<file path="config.mk">
export PLATFORM = sky130hd
export DESIGN_NAME = decoder_3to8_spec
export DESIGN_NICKNAME = d
export VERILOG_FILES = /design/src/rtl/decoder_3to8_spec.sv
export SDC_FILE = /design/constraint.sdc
export NUM_CORES = 1
export LEC_CHECK = 0
export CORE_AREA = 2 2 39 41
export CTS_CLUSTER_DIAMETER = 150
export CTS_CLUSTER_SIZE = 28
export DETAILED_ROUTE_END_ITERATION = 12
export DIE_AREA = 0 0 41 43
export PLACE_DENSITY = 0.58
export SLEW_MARGIN = 20
export SYNTH_ARGS = -nofsm -noshare
export SYNTH_HDL_FRONTEND = slang
export SYNTH_SLANG_ARGS = --single-unit
</file>
<file path="constraint.sdc">
create_clock -name clk -period 0.8 [get_ports clk]
set_clock_uncertainty 0.15 [all_clocks]
set_input_delay 0.16 -clock clk [delete_from_list [all_inputs] [get_ports clk]]
set_output_delay 0.16 -clock clk [all_outputs]
set_load 0.02 [all_outputs]
</file>
<file path="src/rtl/decoder_3to8_spec.sv">
`default_nettype none
// ============================================================================
// Module  : decoder_3to8_spec
// Brief   : 3-to-8 one-hot decoder, optional output register and inversion.
// Revision: 1.0 - initial release
// ============================================================================
module decoder_3to8_spec #(
    parameter bit OUT_REG        = 1'b1,
    parameter bit ACTIVE_LOW_OUT = 1'b0
) (
    input  logic clk,
    input  logic rst_n,
    input  logic adr0,
    input  logic adr1,
    input  logic adr2,
    input  logic E,
    output logic Y0,
    output logic Y1,
    output logic Y2,
    output logic Y3,
    output logic Y4,
    output logic Y5,
    output logic Y6,
    output logic Y7
);

    logic [2:0] w_idx;
    logic [7:0] dec_d;
    logic [7:0] w_line;
    logic [7:0] w_out;

    assign w_idx = {adr2, adr1, adr0};

    // Shifting by an unknown index yields X in simulation instead of picking a line.
    assign dec_d = {8{E}} & (8'd1 << w_idx);

    generate
        if (OUT_REG) begin : g_reg
            logic [7:0] dec_q;

            always_ff @(posedge clk or negedge rst_n) begin
                if (!rst_n) begin
                    dec_q <= 8'd0;
                end else begin
                    dec_q <= dec_d;
                end
            end

            assign w_line = dec_q;
        end else begin : g_comb
            logic w_unused_clk_rst;

            assign w_unused_clk_rst = clk ^ rst_n;
            assign w_line           = dec_d;
        end
    endgenerate

    assign w_out = ACTIVE_LOW_OUT ? ~w_line : w_line;

    assign {Y7, Y6, Y5, Y4, Y3, Y2, Y1, Y0} = w_out;

endmodule
`default_nettype wire

</file>
==> key figures, run 1 <==
Cells and area
  – Layout cells sized above 1: 0.606
  – ANT cells: 0
  – Final #Nets: 41
  – Max FFs per register: 8
  – Area growth, synth to finish: 66.7%
  – Largest Register: g_reg.dec_q
  – Regs by FF count: g_reg.dec_q x8

Timing
  – Tcrit/Tclk final: 1.33
  – WHS: 79.8 ps
  – Min setup slack post-route: -262 ps
  – Final setup vio count: 8
  – Worst relative slew slack: 0.847
  – Fin. max-slew vios: 0
  – Minimum clock period: 1060 ps
  – Setup tns final: -2050 ps
  – Tightest Pin Transition: 230 ps
  – Maximum clock rate: 942 MHz
  – Final hold violation count: 0
  – RSZ-0062 raised after global routing: yes

Route
  – Via count: between 200 and 250
  – Iteration-0 DRC Markers: 2
  – DRT Pass-1 Iters: 2
  – Via density: 4.27
  – Drt total wl: 554 um
  – Wire per inst: 11.3 um
  – Antenna-violating nets left: 0
  – Remaining DRCs: 0

Global routing
  – Largest net degree at the start of global routing: 9
  – Total GRT Usage: 0.0772
  – Number of global-route vias before repair: between 200 and 250
  – Gr ovfl total: 0
  – Initial antenna violation count: 0
  – First-pass GRT wire length: 841 um

Setup path
  – Critical Path Max Stage Delay: 370 ps
  – Worst endpoint required time: 490 ps
  – Kind of start point of the critical path: register
  – Crit-path cells: buf_6
  – Slowest CP cell: dfrtp_1
  – CP Capture Type: output port
  – Crit path max fanout: 1
  – Critical path's top delay family: flip-flops
  – Buf/Inv on CP: 1
  – Crit path DAT: between 700 and 800 ps
  – Setup CP Type: register to output port

Placement
  – Gpl congestion: 0.706
  – DPL Wire Length: 428 um
  – I/O Buffers: 13

Die
  – Row cnt: 14
  – Die height: 43 um
  – DIE AREA: 1760 um^2
  – Die X: 41 um
  – Initial Util: 0.214
  – Core area: 1380 um^2
  – # IOs: 14

Clock tree
  – CTS max path bufs: 2
  – CTS Buf Count: 3
  – Htree depth: 1
  – Clock-pin slew on the worst setup and hold paths: around 50 ps
  – Post-CTS Hold Buffers: 0
  – Root buf cell: clkbuf_4
  – Clock sinks: 8
  – Post-CTS Setup Inserts: 0
  – Clock tree from TritonCTS: built

Yosys
  – Cells after synthesis: 16
  – Average cell area after synthesis: between 15 and 20 um^2
  – Area share of the largest cell type after synthesis: 0.675
  – Distinct cells, synth: 5
  – Ys Warns: 0
  – Synth Register Bits: 8
  – Synth area leader: dfrtp_1
  – Share of the yosys chip area belonging to registers: 0.675
  – Ranking of synthesized cells by area: dfrtp_1 68%, and4bb_2 13%, and4b_2 11%
  – Post-synth net total: 22
  – Syn Std Cell Area: 297 um^2

Status
  – Failing checks: negative setup slack
  – Status: finished, violations left

Power and ir drop
  – Peak VDD IR: 0.428 mV
  – Pwr per Cell Area: 1660 nW/um^2
  – LEAKAGE: 0.241 nW

Run
  – MaxCap Viol Count: 0

Min path
  – HP Class: input port to async pin
-- final cells by class --
| class | instances | area, um^2 |
|---|---|---|
| clock buffers | 3 | 22.5 |
| repair buffers | 14 | 155 |
| fillers | 147 | 890 |
| well taps | 16 | 20.0 |
| flip-flops and latches | 8 | 200 |
| multi-input cells | 8 | 96.3 |
-- final timing paths --
kind / start / to / slack (ps) / cells after the start
setup / recovery: g_reg.dec_q[2] / Y2 / -260 / 1
hold / removal: rst_n / g_reg.dec_q[7] / 80 / 2
max in group asynchronous: rst_n / g_reg.dec_q[5] / 320 / 2
min in group clk: adr2 / g_reg.dec_q[0] / 200 / 2
-- logic make-up after synthesis --
logic type    count (synthesis)  share of synthesized area
flops                         8                      0.675
simple gates                  8                      0.325
-- layer usage --
metal	routed length, um	part of all wire	track usage	vias to the layer above
li1	-	-	-	99
met1	196	0.35	0.0767	100
met2	311	0.56	0.109	8
met3	27	0.049	0.0157	2
met4	19	0.034	0.100	0
met5	0	0	0	-
-- cells in the mapped netlist --
master,count
dfrtp_1,8
and4b_2,3
and4bb_2,3
and4_2,1
nor4b_2,1
-- power breakdown --
group / internal (mW) / switching (mW)
Sequential: 0.416 / 0.00459
Clock: 0.171 / 0.127
Combinational: 0.0565 / 0.0467
Total: 0.643 / 0.178
-- what timing repair did --
action,in CTS,in global routing
gates resized for setup,52,0
setup endpoints to repair,16,8
pin swaps,0,0
-- cell usage in the layout (no fill, tap or decap) --
cell	netlist	final
buf_6	0	8
clkbuf_4	0	3
dfrtp_1	8	8
clkdlybuf4s50_1	0	1
and4b_2	3	3
buf_12	0	1
and4_2	1	1
dlygate4sd2_1	0	4
nor4b_2	1	1
and4bb_2	3	3
-- per-stage QoR --
stage                     setup WS (ps)  utilization  power (mW)  cells  area, um^2
after detailed placement           -499        0.337       0.536     46         467
after CTS                          -275        0.357       0.830     49         494
after global placement             -461        0.337       0.531     46         467
after floorplan                    74.0            -       0.454     16         297
final                              -262        0.357       0.821     49         494
after global routing               -297        0.357       0.864     49         494
Note: power is estimated with default switching activity, not from simulation.
==> run 2: changes to the inputs <==
- MAX_ROUTING_LAYER: default -> met4
==> results of run 2 <==
Final layout, timing and power as in run 1 (identical DEF).
Among the figures that moved: final weighted congestion in routability-driven placement 0.706 -> 0.714; overall routing resource usage 0.0772 -> 0.0791
==> patch, RTL diff (settings of run 2) <==
Reset style: synchronous (`rst_n`), changed in one clocked block.
--- a/src/rtl/decoder_3to8_spec.sv
+++ b/src/rtl/decoder_3to8_spec.sv
@@ -38,7 +38,7 @@
         if (OUT_REG) begin : g_reg
             logic [7:0] dec_q;
 
-            always_ff @(posedge clk or negedge rst_n) begin
+            always_ff @(posedge clk) begin
                 if (!rst_n) begin
                     dec_q <= 8'd0;
                 end else begin
Function: differs if rst_n is asserted again (counterexample within 4 cycles, from zero or initial values and one cycle with rst_n low); with rst_n held inactive, the same outputs for 10 cycles.
==> patch against run 2 <==
Setup slack improved by 0.076 ns. Cell count rose by 14%. Sequential cell count did not move. Critical path type unchanged. Cell area fell by 12%. Sequential share of layout area fell by 1.4 points. Core utilization fell by 4.2 points. The run still ends with negative setup slack left. Combinational power fell by 26%. Synthesized area fell by 23%. Routed wire length fell by 27%. Total power fell by 5.9%.
==> patch: results <==
[run_status]
outcome = "finished, violations left"
violations = "negative setup slack"

[timing]
hold_ws_ns = 0.03347
finalSetupViolations = 8
relSlewSlack_pct = 90.64
fin_ws_ns = -0.1855
fin_tns_setup_ns = -1.449

[power]
p_int_uw = 619.5
finalPower_uw = 772.7
irDropWorstVdd_uv = 611.4
p_comb_uw = 76.5

[synthesis]
yosys.cell_types.count = 8
synth_seq_area_share_pct = 70.33
synth.avg_cell_area_um2 = 10.35
ys_top_cells_by_count = "dfxtp_1 (8), nor2_1 (6), nand2_1 (2), nor3_1 (2)"
syn-num-nets = 28
ys_async_sr_fraction_pct = 0

[global_route]
grt_first_pass_wirelength_um = 655
grtUsageMet2_pct = 6.250
grt_max_degree = 5
gr-usage-all-layers_pct = 6.729
grt_use_met3_pct = 3.141
use_met1_pct = 6.885
grt_pass1_vias = 180

[layout]
nNetsFinal = 48
syn_to_final_growth_pct = 91.21
comb.multi_input.count = 14
drive_gt1_share_pct = 65.00
num-nonclk-buffers = 15
buffer_area_share_pct = 32.76
multi_input_area_um2 = 80.08
ff_latch_area_um2 = 170.2

[routing]
route.met3.wl_um = 39
routed_wl_um = 406
wl_met1_um = 173
vias = 203
drt_iter0_drc = 3
met2WireLength_um = 179

[placed_design]
placed_cells = 53
place_ws_ns = -0.5283
place_area_um2 = 392.9
gp_congestion = 0.6216

[worst_setup_path]
crit_arrival_ns = 0.68
cpPeakStageDelay_ns = 0.31
worst_path_max_delay_cell = "dfxtp_2"

[clock_tree]
clk_path_buf_depth = 2
cts_resized = 68

[hold_path]
hp-class = "input port to register"
==> patch: cell count changes after synthesis <==
cell	delta
nand2b_1	+1
nor2_1	+6
nor3_1	+2
and4_2	-1
nand2_1	+2
and4bb_2	-3
dfxtp_1	+8
and4b_2	-3
or3b_1	+1
nand3_1	+1
nand3b_1	+1
nor4b_2	-1
dfrtp_1	-8
==> patch: how the worst max path moves through the flow <==
stage / from / to / slack (ns)
4_1_cts: g_reg.dec_q[4]$_SDFF_PN0_ / Y4 / -0.19
3_3_place_gp: adr1 / g_reg.dec_q[4]$_SDFF_PN0_ / -0.51
3_5_place_dp: adr1 / g_reg.dec_q[0]$_SDFF_PN0_ / -0.53
5_1_grt: g_reg.dec_q[0]$_SDFF_PN0_ / Y0 / -0.20
6_report: g_reg.dec_q[4]$_SDFF_PN0_ / Y4 / -0.19
2_1_floorplan: adr1 / g_reg.dec_q[0]$_SDFF_PN0_ / -0.03
==> patch: cell families after synthesis <==
kind of cell  synth area share, %
flops                       70.33
simple gates                29.67
